### src/rtl/phy_emu_pkg.sv
// Shared constants and types for the PHY emulator: GMII control characters,
// CRC-32 parameters, speed codes and the TX-monitor state enum.
package phy_emu_pkg;

  localparam logic [7:0] CH_START = 8'hFB;
  localparam logic [7:0] CH_TERM  = 8'hFD;
  localparam logic [7:0] CH_IDLE  = 8'h07;
  localparam logic [7:0] PRE_BYTE = 8'h55;
  localparam logic [7:0] SFD_BYTE = 8'hD5;

  localparam logic [31:0] CRC_POLY    = 32'hEDB88320;
  localparam logic [31:0] CRC_INIT    = 32'hFFFFFFFF;
  localparam logic [31:0] CRC_RESIDUE = 32'hDEBB20E3;

  localparam int DLY_DEPTH = 5;

  typedef enum logic [1:0] {
    SPD_OFF  = 2'b00,
    SPD_1G   = 2'b01,
    SPD_100M = 2'b10,
    SPD_10M  = 2'b11
  } speed_e;

  typedef enum logic [1:0] {
    ST_IDLE,
    ST_PRE,
    ST_DATA,
    ST_DROP
  } state_e;

  // Terminal count of the sample divider; strobe fires when the divider is 0.
  function automatic logic [7:0] div_limit(input logic [1:0] spd);
    case (spd)
      SPD_100M: return 8'd9;
      SPD_10M:  return 8'd99;
      default:  return 8'd0;
    endcase
  endfunction

endpackage

### src/rtl/crc32_d8.sv
// Combinational reflected CRC-32 update for one byte (LSB first, no final XOR).
module crc32_d8
  import phy_emu_pkg::*;
(
  input  logic [31:0] i_crc,
  input  logic [7:0]  i_data,
  output logic [31:0] o_crc
);

  always_comb begin
    o_crc = i_crc ^ {24'h0, i_data};
    for (int b = 0; b < 8; b++) begin
      o_crc = o_crc[0] ? ((o_crc >> 1) ^ CRC_POLY) : (o_crc >> 1);
    end
  end

endmodule

### src/rtl/phy_tx_monitor_8b.sv
// GMII TX frame decoder for the PHY emulator: preamble/SFD check, FCS strip,
// CRC/length check, status pulses and counters. Optional PHY_TX_MON_LOG_EN adds sim logging.
module phy_tx_monitor_8b
  import phy_emu_pkg::*;
#(
  parameter int MIN_LEN = 64,
  parameter int MAX_LEN = 1522
) (
  input  logic        xaui_clk,
  input  logic        reset,
  input  logic [1:0]  fmac_speed,
  input  logic [7:0]  gmii_txd,
  input  logic        gmii_txc,
  input  logic        gmii_tx_en,
  input  logic        gmii_tx_vld,
  output logic [7:0]  rx_data,
  output logic        rx_data_vld,
  output logic        rx_sof,
  output logic        rx_eof,
  output logic        rx_good,
  output logic        rx_bad,
  output logic [10:0] frame_len,
  output logic [15:0] pkt_cnt,
  output logic [15:0] err_cnt,
  output logic        busy
);

  localparam logic [10:0] LEN_MIN     = 11'(MIN_LEN);
  localparam logic [10:0] LEN_MAX     = 11'(MAX_LEN);
  localparam logic [10:0] LEN_SAT     = 11'h7FF;
  localparam logic [2:0]  PRE_CNT_SFD = 3'd6;
  localparam logic [2:0]  FILL_FULL   = 3'(DLY_DEPTH);

  logic        w_unused_txc;
  logic [1:0]  r_rst_sync;
  logic        w_run;
  logic [1:0]  r_speed;
  logic [7:0]  r_div;
  logic        w_div_clr;
  logic        w_strobe;
  logic        w_spd_chg;
  logic        w_start;
  logic        w_term;
  state_e      r_state, w_state_nxt;
  logic [2:0]  r_pre_cnt, w_pre_cnt_nxt;
  logic [31:0] r_crc, w_crc_nxt, w_crc_byte;
  logic [10:0] r_len, w_len_nxt, w_len_inc;
  logic [2:0]  r_fill, w_fill_nxt;
  logic        r_sof_pend, w_sof_pend_nxt;
  logic [7:0]  r_dly [DLY_DEPTH];
  logic        w_push, w_emit, w_eof, w_good;

  assign w_unused_txc = gmii_txc;

  // Reset asserts immediately; release is held off two clocks so the
  // datapath never leaves reset on a metastable edge.
  always_ff @(posedge xaui_clk or posedge reset) begin
    if (reset) r_rst_sync <= 2'b00;
    else       r_rst_sync <= {r_rst_sync[0], 1'b1};
  end
  assign w_run = r_rst_sync[1];

  assign w_start   = gmii_tx_en & gmii_tx_vld & (gmii_txd == CH_START);
  assign w_term    = gmii_tx_vld & (gmii_txd == CH_TERM);
  assign w_spd_chg = w_run & (fmac_speed != r_speed) & (r_state != ST_IDLE);
  assign w_len_inc = (r_len == LEN_SAT) ? r_len : r_len + 11'd1;

  always_comb begin
    w_strobe = 1'b0;
    if (w_run) begin
      case (fmac_speed)
        SPD_1G:           w_strobe = 1'b1;
        SPD_100M, SPD_10M: w_strobe = (r_div == 8'd0);
        default:          w_strobe = 1'b0;
      endcase
    end
  end

  // Holding the divider at 0 in IDLE makes the FB cycle the sampling phase
  // for the rest of the frame's replicated bytes.
  assign w_div_clr = !w_run || (fmac_speed == SPD_1G) || (fmac_speed == SPD_OFF) ||
                     (fmac_speed != r_speed) || ((r_state == ST_IDLE) && !w_start);

  always_ff @(posedge xaui_clk or posedge reset) begin
    if (reset) begin
      r_speed <= 2'b00;
      r_div   <= 8'd0;
    end else begin
      r_speed <= fmac_speed;
      if (w_div_clr || (r_div == div_limit(fmac_speed))) r_div <= 8'd0;
      else                                              r_div <= r_div + 8'd1;
    end
  end

  crc32_d8 u_crc (
    .i_crc  (r_crc),
    .i_data (gmii_txd),
    .o_crc  (w_crc_byte)
  );

  always_comb begin
    w_state_nxt    = r_state;
    w_pre_cnt_nxt  = r_pre_cnt;
    w_crc_nxt      = r_crc;
    w_len_nxt      = r_len;
    w_fill_nxt     = r_fill;
    w_sof_pend_nxt = r_sof_pend;
    w_push         = 1'b0;
    w_emit         = 1'b0;
    w_eof          = 1'b0;
    w_good         = 1'b0;
    if (w_spd_chg) begin
      w_eof       = (r_state == ST_PRE) || (r_state == ST_DATA);
      w_state_nxt = (fmac_speed == SPD_OFF) ? ST_IDLE : ST_DROP;
    end else if (w_strobe) begin
      case (r_state)
        ST_IDLE: begin
          if (w_start) begin
            w_state_nxt   = ST_PRE;
            w_pre_cnt_nxt = 3'd0;
            w_len_nxt     = 11'd0;
          end
        end
        ST_PRE: begin
          if (gmii_tx_en && !gmii_tx_vld && (gmii_txd == PRE_BYTE) &&
              (r_pre_cnt != PRE_CNT_SFD)) begin
            w_pre_cnt_nxt = r_pre_cnt + 3'd1;
          end else if (gmii_tx_en && !gmii_tx_vld && (gmii_txd == SFD_BYTE) &&
                       (r_pre_cnt == PRE_CNT_SFD)) begin
            w_state_nxt    = ST_DATA;
            w_crc_nxt      = CRC_INIT;
            w_len_nxt      = 11'd0;
            w_fill_nxt     = 3'd0;
            w_sof_pend_nxt = 1'b1;
          end else begin
            w_eof       = 1'b1;
            w_state_nxt = ST_DROP;
          end
        end
        ST_DATA: begin
          if (!gmii_tx_en || (gmii_tx_vld && !w_term)) begin
            w_eof       = 1'b1;
            w_state_nxt = ST_DROP;
          end else if (w_term) begin
            w_eof       = 1'b1;
            w_good      = (r_crc == CRC_RESIDUE) && (r_len >= LEN_MIN) && (r_len <= LEN_MAX);
            w_emit      = (r_fill == FILL_FULL);
            w_state_nxt = ST_IDLE;
          end else begin
            w_push    = 1'b1;
            w_crc_nxt = w_crc_byte;
            w_len_nxt = w_len_inc;
            if (r_fill == FILL_FULL) w_emit = 1'b1;
            else                     w_fill_nxt = r_fill + 3'd1;
          end
        end
        ST_DROP: begin
          if (!gmii_tx_en || w_term) w_state_nxt = ST_IDLE;
        end
        default: w_state_nxt = ST_IDLE;
      endcase
    end
    if (w_emit) w_sof_pend_nxt = 1'b0;
  end

  always_ff @(posedge xaui_clk or posedge reset) begin
    if (reset) begin
      r_state    <= ST_IDLE;
      r_pre_cnt  <= 3'd0;
      r_crc      <= 32'd0;
      r_len      <= 11'd0;
      r_fill     <= 3'd0;
      r_sof_pend <= 1'b0;
    end else begin
      r_state    <= w_state_nxt;
      r_pre_cnt  <= w_pre_cnt_nxt;
      r_crc      <= w_crc_nxt;
      r_len      <= w_len_nxt;
      r_fill     <= w_fill_nxt;
      r_sof_pend <= w_sof_pend_nxt;
    end
  end

  // Five-byte delay line hides the 4-byte FCS: what remains at FD is FCS.
  always_ff @(posedge xaui_clk or posedge reset) begin
    if (reset) begin
      for (int i = 0; i < DLY_DEPTH; i++) r_dly[i] <= 8'd0;
    end else if (w_push) begin
      for (int i = DLY_DEPTH - 1; i > 0; i--) r_dly[i] <= r_dly[i-1];
      r_dly[0] <= gmii_txd;
    end
  end

  always_ff @(posedge xaui_clk or posedge reset) begin
    if (reset) begin
      rx_data     <= 8'd0;
      rx_data_vld <= 1'b0;
      rx_sof      <= 1'b0;
      rx_eof      <= 1'b0;
      rx_good     <= 1'b0;
      rx_bad      <= 1'b0;
      frame_len   <= 11'd0;
      pkt_cnt     <= 16'd0;
      err_cnt     <= 16'd0;
      busy        <= 1'b0;
    end else begin
      rx_data_vld <= w_emit;
      rx_sof      <= w_emit & r_sof_pend;
      rx_eof      <= w_eof;
      rx_good     <= w_eof & w_good;
      rx_bad      <= w_eof & ~w_good;
      busy        <= (w_state_nxt != ST_IDLE);
      if (w_emit) rx_data <= r_dly[DLY_DEPTH-1];
      if (w_eof) begin
        frame_len <= r_len;
        if (w_good) pkt_cnt <= pkt_cnt + 16'd1;
        else        err_cnt <= err_cnt + 16'd1;
      end
    end
  end

`ifdef PHY_TX_MON_LOG_EN
  bit     r_log_open = 1'b0;
  integer r_log_pkt  = 0;
  integer r_log_idx  = 0;

  always @(posedge xaui_clk) begin
    if (w_strobe) begin
      if ((r_state == ST_IDLE) && w_start) begin
        r_log_pkt  = r_log_pkt + 1;
        r_log_idx  = 0;
        r_log_open = 1'b1;
        $display("data # packet %0d", r_log_pkt);
        $display("ctrl # packet %0d", r_log_pkt);
      end
      if (r_log_open) begin
        $display("data %0d %0d %02h", r_log_pkt, r_log_idx, gmii_txd);
        $display("ctrl %0d %0d %0b", r_log_pkt, r_log_idx, gmii_tx_vld);
        r_log_idx = r_log_idx + 1;
        if (w_term) r_log_open = 1'b0;
      end
    end
  end
`endif

endmodule

### config.mk
export PLATFORM = sky130hd
export DESIGN_NAME = phy_tx_monitor_8b
export DESIGN_NICKNAME = d
export VERILOG_FILES = /design/src/rtl/phy_emu_pkg.sv /design/src/rtl/crc32_d8.sv /design/src/rtl/phy_tx_monitor_8b.sv
export SDC_FILE = /design/constraint.sdc
export NUM_CORES = 1
export LEC_CHECK = 0
export BUFFER_PORTS_ARGS = -buffer_cell sky130_fd_sc_hd__buf_2
export CAP_MARGIN = 20
export CELL_PAD_IN_SITES_DETAIL_PLACEMENT = 1
export CELL_PAD_IN_SITES_GLOBAL_PLACEMENT = 1
export CORE_MARGIN = 2
export CORE_UTILIZATION = 45
export CTS_CLUSTER_DIAMETER = 100
export DETAILED_ROUTE_END_ITERATION = 10
export GPL_ROUTABILITY_DRIVEN = 0
export GPL_TIMING_DRIVEN = 0
export PLACE_DENSITY = 0.84
export SLEW_MARGIN = 30
export SYNTH_ARGS = -nofsm -noshare
export SYNTH_HDL_FRONTEND = slang
export SYNTH_SLANG_ARGS = --single-unit
export TNS_END_PERCENT = 5
### constraint.sdc
create_clock -name xaui_clk -period 6.75 [get_ports xaui_clk]
set_input_delay 1.35 -clock xaui_clk [delete_from_list [all_inputs] [get_ports xaui_clk]]
set_output_delay 1.35 -clock xaui_clk [all_outputs]
set_load 0.01 [all_outputs]
==> metrics.md <==
| Metric | Value |
|---|---|
| Static Leakage | `between 4 and 5 nW` |
| CP peak stage delay | `a little over 600 ps` |
| Register area | `approximately 4000 sq um` |
| Post-DR wirelength/cell | `between 20 and 25 microns` |
| TritonCTS Buffers | `17` |
| CTS root buffer | `clkbuf_16` |
| Worst Setup EP | `pkt_cnt[10]` |
| FILL cells | `1868` |
| Fin crit period | `3420 ps` |
| RSZ-0062 raised after global routing | `no` |
| WP data arrival | `roughly 3800 ps` |
| Combinational power share | `0.385` |
| Worst Path Required | `7090 ps` |
| Top cells by area, synth | `dfrtp_1 (51%), mux2_2 (8.5%), xnor2_1 (6.8%)` |
| TritonCTS clock tree | `yes` |
| Asr flop ratio synth | `1.00` |
| First-pass GRT wire length | `33500 microns` |
| Total GRT Usage | `0.235` |
| Main synth FF type | `dfrtp_1` |
| CTS clk-pin slew, worst paths | `about 60 ps` |
| Synth top area share | `0.513` |
| Post-synth top cells | `dfrtp_1 (161), xnor2_1 (61), mux2_2 (59), xor2_1 (45), nor2_1 (43)` |
| Initial antenna violation count | `0` |
| Synth Cell Area | `roughly 8000 sq um` |
| Flop pwr share | `0.364` |
| Synth Area in XOR/XNOR | `0.127` |
| HP Class | `reg2reg` |
| Combinational family with the most area after synthesis | `simple AND/OR/NAND/NOR gates` |
| Largest net degree at the start of global routing | `94` |
| Layout cells sized above 1 | `0.249` |
| Multi-input logic area | `3630 sq um` |
| N_diodes | `0` |
| TritonRoute pass-1 iters | `4` |
| Synth warn | `0` |
| Initial Util | `0.457` |
| Post-synth cell types | `63` |
| Crit. End Element | `flop` |
| Max_slew headroom | `0.388` |
| Die X | `around 140 microns` |
| Synth-to-Final Area Change | `15.5%` |
| Period utilisation layout | `0.506` |
| RR Endpoint | `pkt_cnt[10]` |
| Critical path class | `in2reg` |
| Post-synth top area cell | `dfrtp_1` |
| 1st-iter DRT viols | `approximately 360` |
| Final hold violation count | `0` |
| Flops & latches, synth | `161` |
| Synthesized Nets | `around 710` |
| Simple-gate area share of the yosys netlist | `0.138` |
| Status | `complete, no violations` |
| Maximum net fanout on the critical path | `10` |
| Worst setup margin | `around 3300 ps` |
| Grt ovf | `0` |
| Largest delay contributor family on the critical path | `simple AND/OR/NAND/NOR gates` |
| Total wire length | `between 20000 and 25000 microns` |
| Post-synthesis area per instance | `between 10 and 15 sq um` |
| Setup Skew | `8.48 ps` |
| Worst Setup SP | `fmac_speed[1]` |
| Top-count cell post-synth | `dfrtp_1` |
| Final #Nets | `around 800` |
| Buffers added on ports | `just under 70` |
| Reg2Reg Setup Slack | `a little under 4000 ps` |
| Clk buf depth | `2` |
| Pwr Total | `~3.6 mW` |
| Final Non-Filler Cells | `~1000` |
| IO Pins | `between 70 and 80` |
| EDFF count, synth | `0` |
| Clk Latency, worst-skew pair | `440 ps` |
| Worst-Margin Slew | `slightly above 900 ps` |
| Final ANT Viol Nets | `0` |
| F_max | `approximately 290 MHz` |
| Cell Int Power | `~2.2 mW` |
| Vias in the first global route | `6211` |
| Worst vdd ir | `~0.22 mV` |
| Hold_buf cts | `0` |
| Die Area | `~19000 sq um` |
| Clock power frac | `0.251` |
| Cells after synthesis | `677` |
| Core area | `about 17000 sq um` |
| Placement Setup Slack | `slightly above 3000 ps` |
| Hold_ws | `about 360 ps` |
| Max-Cap Viols | `0` |
| Finish-stage setup viols | `0` |
| Post-CTS Setup Bufs | `0` |
| R2R cell count | `7` |
| Compound-Gate Fraction of Synth Area | `0.0859` |
| PD cells | `397 nW/um^2` |
| Clock sinks | `~160` |
| Crit start category | `primary input` |
| Critical path depth in cells | `9` |
| Switching Share | `0.384` |
| Rows | `48` |
| Die outline height | `136 microns` |
| Reg2reg start | `r_crc[14]` |
| Adder and majority gate portion of the synthesized area | `0.0223` |
| Post-synthesis sequential area ratio | `0.513` |
| Final Max Slew Viols | `0` |
| Mux cell area share after synthesis | `0.0884` |
| CP Buf/Inv Count | `3` |
| Placed cell count | `about 1000` |
| Cell Chain, Critical Path | `buf_2, buf_2, xnor2_1, a211o_1, nand4_1, nor4_4, buf_6, nand3_1, xnor2_1` |
| Post-DP HPWL | `~14000 microns` |
| Net Sw Power | `approximately 1.4 mW` |
| PostCTS Resize Cnt | `0` |
| Slowest cell on the critical path | `nor4_4` |
| Via density | `approximately 5.7` |
| H-tree depth | `4` |
| Via count | `5765` |
| Drt drc | `0` |
worst register-to-register path, stage by stage, from the launching register on:
cell and delay, ps:
dfrtp_1 410, or4b_1 540, nor4_1 430, o2111ai_1 370, nor4_4 500, buf_6 220, nand3_1 100, xnor2_1 200
registers in the layout, indices dropped and copies added (netlist names), 3 cells and up:
| name | flops |
|---|---|
| r_dly | 40 |
| r_div | 8 |
| r_pre_cnt | 3 |
| pkt_cnt | 16 |
| rx_data | 8 |
| frame_len | 11 |
| r_fill | 3 |
| r_crc | 32 |
| r_len | 11 |
| err_cnt | 16 |
cells in the final DEF (no fill, tap or decap), drive strengths merged, types with 4 or more instances in the layout:
cell type	count
nand4bb	4
a21oi	10
nor2	43
nand3	24
ha	14
nor3	8
a31oi	18
xnor2	65
inv	25
xor2	45
nor4	13
o31ai	6
nand2b	4
o22a	16
o21ai	11
clkinv	6
nand4b	6
buf	89
and4	4
nand2	33
nand4	18
mux2	59
and2	4
dfrtp	161
and3	10
clkbuf	25
through the flow:
stage	cell area, sq um	util	setup TNS [ps]
after detailed placement	8510	0.496	0
after global routing	9070	0.528	0
after CTS	9060	0.528	0
after floorplan	7850	-	0
after global placement	8480	0.494	-74960
final	9070	0.528	0
area by class of cell:
cell class	count	area share
clock inverter	13	0.0116
sequential	161	0.444
multi-input combinational	471	0.400
buffer	25	0.0139
clock buffer	19	0.0488
tap	225	0.0310
timing repair buffer	70	0.0411
inverter	20	0.00911
routing by layer:
metal,global-route usage,vias to the layer above,share of wire
li1,-,2615,-
met1,0.287,2955,0.42
met2,0.405,147,0.52
met3,0.0414,48,0.034
met4,0.107,0,0.029
met5,0,-,0
worst min-delay path by stage:
stage	start	endpoint	slack (ps)	depth (start not counted)
finish	r_rst_sync[0]	r_rst_sync[1]	360	0
global route	r_rst_sync[0]	r_rst_sync[1]	370	0
CTS	r_rst_sync[0]	r_rst_sync[1]	360	0
detailed placement	r_rst_sync[0]	r_rst_sync[1]	350	0
global placement	r_rst_sync[0]	r_rst_sync[1]	330	0
floorplan	r_rst_sync[0]	r_rst_sync[1]	330	0
power groups by stage:
stage               Sequential [mW]  Combinational (mW)  Clock, mW
floorplan                      1.27                1.02          0
global placement               1.30                1.27          0
detailed placement             1.31                1.34          0
CTS                            1.30                1.38      0.918
global route                   1.33                1.50      0.954
finish                         1.31                1.39      0.904
kinds of logic (layout without fill, tap and decap cells):
kind of cell               count (synthesis)  count (layout)
AOI/OAI and AO/OA                         93              93
xor gates and xnor gates                 110             110
adders and majority gates                 14              14
buffers and inverters                     45             147
DFF                                      161             161
muxes                                     62              62
other                                      1               1
and+or+nand+nor                          191             191
Power figures use the tool's default switching activity.
